### config.mk
export PLATFORM = sky130hd
export DESIGN_NAME = fetch_stage
export DESIGN_NICKNAME = d
export VERILOG_FILES = /design/src/rtl/fetch_stage.sv
export SDC_FILE = /design/constraint.sdc
export NUM_CORES = 1
export LEC_CHECK = 0
export ABC_AREA = 1
export BUFFER_PORTS_ARGS = -buffer_cell sky130_fd_sc_hd__clkbuf_2
export CAP_MARGIN = 20
export CORE_UTILIZATION = 47
export DETAILED_ROUTE_END_ITERATION = 7
export GPL_TIMING_DRIVEN = 0
export PLACE_DENSITY = 0.84
export SLEW_MARGIN = 20
export SYNTH_ARGS = -nofsm -noshare
export SYNTH_HDL_FRONTEND = slang
export SYNTH_SLANG_ARGS = --single-unit
### constraint.sdc
create_clock -name clk -period 2 [get_ports clk]
set_clock_uncertainty 0.1 [all_clocks]
set_input_delay 0.4 -clock clk [delete_from_list [all_inputs] [get_ports clk]]
set_output_delay 0.4 -clock clk [all_outputs]
set_load 0.005 [all_outputs]
### src/rtl/fetch_stage.sv
// Instruction-fetch stage of the 5-stage 16-bit pipeline.
// Holds the PC register and the IF/ID pipeline register, and optionally a
// direct-mapped branch predictor (BTB plus 2-bit saturating counters).
// Optional feature macro: FETCH_BRANCH_PRED_EN (predictor present when defined).
module fetch_stage #(
  parameter logic [15:0] RESET_PC  = 16'h0000,
  parameter int          BTB_IDX_W = 3,
  parameter logic [15:0] NOP_INSTR = 16'h0000
) (
  input  logic        clk,
  input  logic        rst_n,
  input  logic        PC_stall,
  input  logic        IF_ID_stall,
  input  logic        IF_flush,
  input  logic        update_PC,
  input  logic [15:0] actual_target,
  input  logic        br_resolve,
  input  logic [15:0] br_resolve_PC,
  input  logic        br_taken,
  input  logic [15:0] br_target,
  output logic [15:0] imem_addr,
  input  logic [15:0] imem_data,
  output logic [15:0] PC_curr,
  output logic [15:0] IF_ID_PC_next,
  output logic [15:0] IF_ID_instr,
  output logic        IF_ID_pred_taken,
  output logic [15:0] IF_ID_pred_target
);

  localparam int TAG_W   = 15 - BTB_IDX_W;
  localparam int ENTRIES = 1 << BTB_IDX_W;

  logic [15:0] pc_r;
  logic [15:0] pc_plus2_s;
  logic [15:0] pc_next_s;
  logic        pred_taken_s;
  logic [15:0] pred_target_s;

  // The PC is word-aligned; bit 0 never selects anything, it simply wraps along.
  assign pc_plus2_s = pc_r + 16'd2;
  assign imem_addr  = pc_r;
  assign PC_curr    = pc_r;

`ifdef FETCH_BRANCH_PRED_EN
  // 2-bit saturating counter step: taken counts up, not-taken counts down.
  function automatic logic [1:0] sat_update(input logic [1:0] ctr, input logic taken);
    logic [1:0] res;
    if (taken) begin
      res = (ctr == 2'b11) ? ctr : ctr + 2'b01;
    end else begin
      res = (ctr == 2'b00) ? ctr : ctr - 2'b01;
    end
    return res;
  endfunction

  logic               valid_r  [ENTRIES];
  logic [TAG_W-1:0]   tag_r    [ENTRIES];
  logic [15:0]        target_r [ENTRIES];
  logic [1:0]         ctr_r    [ENTRIES];

  logic [BTB_IDX_W-1:0] look_idx_s;
  logic [TAG_W-1:0]     look_tag_s;
  logic                 look_hit_s;
  logic [BTB_IDX_W-1:0] train_idx_s;
  logic [TAG_W-1:0]     train_tag_s;
  logic                 train_hit_s;
  logic                 unused_s;

  assign look_idx_s  = pc_r[BTB_IDX_W:1];
  assign look_tag_s  = pc_r[15:BTB_IDX_W+1];
  assign train_idx_s = br_resolve_PC[BTB_IDX_W:1];
  assign train_tag_s = br_resolve_PC[15:BTB_IDX_W+1];
  assign unused_s    = br_resolve_PC[0];

  // Lookup reads the pre-training state; there is deliberately no bypass.
  always_comb begin
    look_hit_s    = valid_r[look_idx_s] && (tag_r[look_idx_s] == look_tag_s);
    train_hit_s   = valid_r[train_idx_s] && (tag_r[train_idx_s] == train_tag_s);
    pred_taken_s  = look_hit_s & ctr_r[look_idx_s][1];
    pred_target_s = target_r[look_idx_s];
  end

  // Predictor training from the resolved branch; runs regardless of stalls.
  always_ff @(posedge clk or negedge rst_n) begin
    if (!rst_n) begin
      for (int i = 0; i < ENTRIES; i++) begin
        valid_r[i]  <= 1'b0;
        tag_r[i]    <= {TAG_W{1'b0}};
        target_r[i] <= 16'h0000;
        ctr_r[i]    <= 2'b01;
      end
    end else if (br_resolve) begin
      if (train_hit_s) begin
        ctr_r[train_idx_s] <= sat_update(ctr_r[train_idx_s], br_taken);
        if (br_taken) begin
          target_r[train_idx_s] <= br_target;
        end
      end else if (br_taken) begin
        valid_r[train_idx_s]  <= 1'b1;
        tag_r[train_idx_s]    <= train_tag_s;
        target_r[train_idx_s] <= br_target;
        ctr_r[train_idx_s]    <= 2'b10;
      end
    end
  end
`else
  logic unused_s;

  // Without the predictor every fetch falls through; training inputs are ignored.
  assign pred_taken_s  = 1'b0;
  assign pred_target_s = 16'h0000;
  assign unused_s      = ^{br_resolve, br_resolve_PC, br_taken, br_target};
`endif

  // Next-PC selection: redirect beats stall, stall beats prediction.
  always_comb begin
    pc_next_s = pc_plus2_s;
    if (update_PC) begin
      pc_next_s = actual_target;
    end else if (PC_stall) begin
      pc_next_s = pc_r;
    end else if (pred_taken_s) begin
      pc_next_s = pred_target_s;
    end else begin
      pc_next_s = pc_plus2_s;
    end
  end

  // PC register.
  always_ff @(posedge clk or negedge rst_n) begin
    if (!rst_n) begin
      pc_r <= RESET_PC;
    end else begin
      pc_r <= pc_next_s;
    end
  end

  // IF/ID register: flush or redirect inserts a bubble and beats the stall.
  always_ff @(posedge clk or negedge rst_n) begin
    if (!rst_n) begin
      IF_ID_instr       <= NOP_INSTR;
      IF_ID_PC_next     <= 16'h0000;
      IF_ID_pred_taken  <= 1'b0;
      IF_ID_pred_target <= 16'h0000;
    end else if (IF_flush || update_PC) begin
      IF_ID_instr       <= NOP_INSTR;
      IF_ID_PC_next     <= 16'h0000;
      IF_ID_pred_taken  <= 1'b0;
      IF_ID_pred_target <= 16'h0000;
    end else if (!IF_ID_stall) begin
      IF_ID_instr       <= imem_data;
      IF_ID_PC_next     <= pc_plus2_s;
      IF_ID_pred_taken  <= pred_taken_s;
      IF_ID_pred_target <= pred_target_s;
    end
  end

endmodule

## Word level (Yosys, flattened, before mapping)

Index checks and enable logic that the tools add are counted.

| word-level totals | value |
|---|---|
| bits in latches | 0 |
| memories kept | 0 |
| output and inout bits | 81 |
| input port bits | 72 |
| word-level logic and storage cells | 19 |
| memory bits (writable) | 0 |
| bits in registers | 65 |
| ROM bits | 0 |

| cells by class | value |
|---|---|
| muxes and demuxes | 10 |
| multipliers | 0 |
| equality and inequality tests | 2 |
| $add $sub $neg | 1 |
| divide/modulo/power cells | 0 |
| bitwise gates (word level) | 0 |
| reduce and logical (&&, ||, !) cells | 1 |
| order comparisons | 0 |
| shifts and indexed selects | 0 |

Operator list:

| kind | number |
|---|---|
| $mux 16 | 8 |
| $add 16x2->16 const B | 1 |
| $ne 2x1->1 const B | 2 |
| $mux 1 | 2 |
| $logic_or 1x1->1 | 1 |

## Logic depth before layout (Yosys ltp)

| logic depth | value |
|---|---|
| word-level depth | 3 |
| depth in mapped cells | 8 |
| mapped depth without buffers | 8 |

## Least setup slack after synthesis

OpenSTA, ideal clock, no wires.

| path | value |
|---|---|
| kind | register -> register |
| start point | register pc_r[1] (netlist: PC_curr[1]) |
| end point | register pc_r[7] (netlist: PC_curr[7]) |
| period minus slack after synthesis | 1.409 ns |
| arrival time | 1.182 ns |
| slack | 0.591 ns |
| library setup time | 0.127 ns |
| data required time | 1.773 ns |
| cell stages (with the launch flop) | 6 |
| path buffers | 0 |
| cell sequence | dfrtp_1 -> ha_1 -> nand3_2 -> nor2_2 -> xor2_1 -> o21bai_1 |

| between the ends | value |
|---|---|
| cells in the longest elaborated chain, start to end | 3 |

RTL lines:

| what | line | source |
|---|---|---|
| from (decl) | 33 | `logic [15:0] pc_r;` |
| from (signal assigned) | 134 | `pc_r <= pc_next_s;` |
| $add 16x2->16 | 40 | `assign pc_plus2_s = pc_r + 16'd2;` |
| $mux 16 | 120 | `end else if (PC_stall) begin` |
| $mux 16 | 118 | `if (update_PC) begin` |

Every way passes these cells. The select of a mux whose other input is x is not followed.
A chain may end at the register's enable or synchronous reset.

## Final worst setup path

| path | value |
|---|---|
| start point | register pc_r[1] (netlist: PC_curr[1]) |
| end point | register IF_ID_PC_next[7] |

| between the ends | value |
|---|---|
| cells in the longest elaborated chain, start to end | 3 |

RTL lines:

| what | line | source |
|---|---|---|
| $add 16x2->16 | 40 |  |
| $mux 16 | 150 | `end else if (!IF_ID_stall) begin` |
| $mux 16 | 145 | `end else if (IF_flush \|\| update_PC) begin` |
| to (signal assigned) | 152 | `IF_ID_PC_next <= pc_plus2_s;` |
| to (decl) | 24 | `output logic [15:0] IF_ID_PC_next,` |

Every way passes these cells. The select of a mux whose other input is x is not followed.

==> results.cfg <==
[clock_network]
root_buffer = clkbuf_8
cts.sinks = 48
clk_latency_ps = 300
htree_levels = 2
clk_pin_slew_ps = 90
cts_tree = yes
cts_made_buffers = 5
postCtsSetupBuffers = 0
cts_resized = 0
holdBufCountCts = 0
clock_path_buffers = 2

[synthesis]
synth_top_area_frac = 0.4713
synth-seq-area-share = 0.4713
yosys.area.top_type = dfrtp_1
avgSynthCellArea_um2 = 8.819
synthArstFlopShare = 1.000
synth_edf_count = 0
ys_ff_latch = 48
ys_warn_count = 0
syn_area_mm2 = 0.002549
syn_inst = 289
synth.area.top_cells = dfrtp_1 47%, nand2_1 13%, buf_4 11%
ys.flop_type = dfrtp_1
ys_types = 25

[timing]
fin_tns_setup_ps = 0
drv_slew = 0
min_period_over_period = 0.8125
fmax_mhz = 615.4
slew_headroom = 0.5679
setup_viol = 0
min_period_ps = 1625
worst_pin_slew_ps = 648.2
hold_viol_final = 0
fin_ws_ps = 375.1
rsz0062_at_grt = false

[cells_and_area]
post-route-util = 0.6451
diodes = 0
drive_above_1_share = 0.3995
final_area_mm2 = 0.003337
stdcell_count = 483
layout_common_cells = 99 x clkbuf_2, 89 x nand2_1, 48 x dfrtp_1, 36 x buf_4, 24 x inv_1
final_common_cell = clkbuf_2
area_growth_pct = 30.93
fin_nets = 485

[global_route]
grt_max_degree = 49
grt_pass1_vias = 1957
grt_first_pass_wirelength_um = 8845
grt_overflow = 0
antenna_found_initial = 0
grt_use_total = 0.2072

[critical_path]
required_ps = 2090
worstPathArrival_ps = 1710
path_class = register to register
end_kind = register
critPathLaunchType = register
crit_fanout = 8

[power]
leakage_nw = 1.919
peakVddDrop_mv = 0.3669
p_per_area_mw_per_mm2 = 713.9

[place]
io_buffers = 100
post-place-cells = 475
pre_cts_slack_ps = 385.2
gp_congestion = 0.8515
dp_hpwl_um = 4553
placed_area_mm2 = 0.003199

[die]
start_util = 0.4927
ioPinCount = 153
num_rows = 26
chipHeight_um = 75.64
die-area_mm2 = 0.005721
die_w_um = 75.64
coreArea_mm2 = 0.005172

[routing]
drt_iter0_drc = 148
firstDrtPassIters = 4
drc = 0
routed_wirelength_um = 5956
ant_nets = 0
routedWlPerCell_um = 12.33
via_per_inst = 4.704
via_count = 2272

[outcome]
outcome = complete, no violations

[flow_run]
max-cap-violations = 0

[min_path]
hold_class = input pin to asynchronous set/reset pin
final cells by class:
type	instances	area, µm²
plain buffers	40	309.0
clock buffers	5	68.82
clock inverters	3	68.82
fillers	444	1836
inverters	29	108.9
multi-input cells	188	989.7
flip-flops and latches	48	1201
well taps	70	87.58
repair buffers	100	503.0
cell families after synthesis:
logic type	Yosys count	share of synthesized area
other cells	1	0.001471
fa+ha+maj	1	0.004908
simple gates	125	0.2302
flops	48	0.4713
buf+inv	69	0.1640
compound gates	38	0.1041
xor+xnor	7	0.02406
final timing paths:
kind	from	to	slack [ps]	cells after the start
setup / recovery	PC_curr[1]	IF_ID_PC_next[7]	380	5
max in group asynchronous	rst_n	IF_ID_PC_next[7]	1330	1
hold reg to reg	IF_ID_PC_next[15]	IF_ID_PC_next[15]	390	2
hold / removal	rst_n	IF_ID_instr[15]	40	1
min in group clk	actual_target[0]	PC_curr[0]	200	3
setup reg to reg	PC_curr[1]	IF_ID_PC_next[7]	380	5
sequential cells by signal, summed over array words and instances, names as in the netlist:
register,cells
IF_ID_PC_next,16
IF_ID_instr,16
PC_curr,16
Yosys cell counts, types with 2 or more instances:
library cell,number
nor2_4,6
buf_6,3
buf_4,36
o211ai_1,5
nor2_1,3
nand3_1,14
a22o_1,16
nand2_2,2
inv_1,24
inv_2,5
nand4_1,6
o21ai_0,13
nand2_1,89
xor2_1,6
o21ai_1,3
dfrtp_1,48
nand3_2,2
critical path, stage by stage (launching register included):
cell and delay [ps]:
dfrtp_1 510, ha_1 260, nand3_2 140, nor2_2 170, xor2_1 250, o21ai_1 90
power by group:
| group | total (mW) | internal (mW) | switching, mW |
|---|---|---|---|
| Clock | 0.838 | 0.503 | 0.335 |
| Combinational | 0.442 | 0.218 | 0.224 |
| Sequential | 1.10 | 1.03 | 0.0761 |
per-stage QoR:
stage	power (mW)	hold slack, ps
final	2.382	40.66
after global routing	2.493	89.40
after CTS	2.389	57.44
after detailed placement	1.562	367.5
after global placement	1.549	369.1
after floorplan	1.360	4.409
routing by layer:
layer,global-route usage,wire length (µm),up-vias,share of wire
li1,-,-,1127,-
met5,0,0,-,0
met3,0.03968,393,7,0.066
met2,0.3472,2780,97,0.47
met1,0.2723,2710,1041,0.46
met4,0.06584,72,0,0.012
No activity file was read; power rests on OpenSTA's default activity.
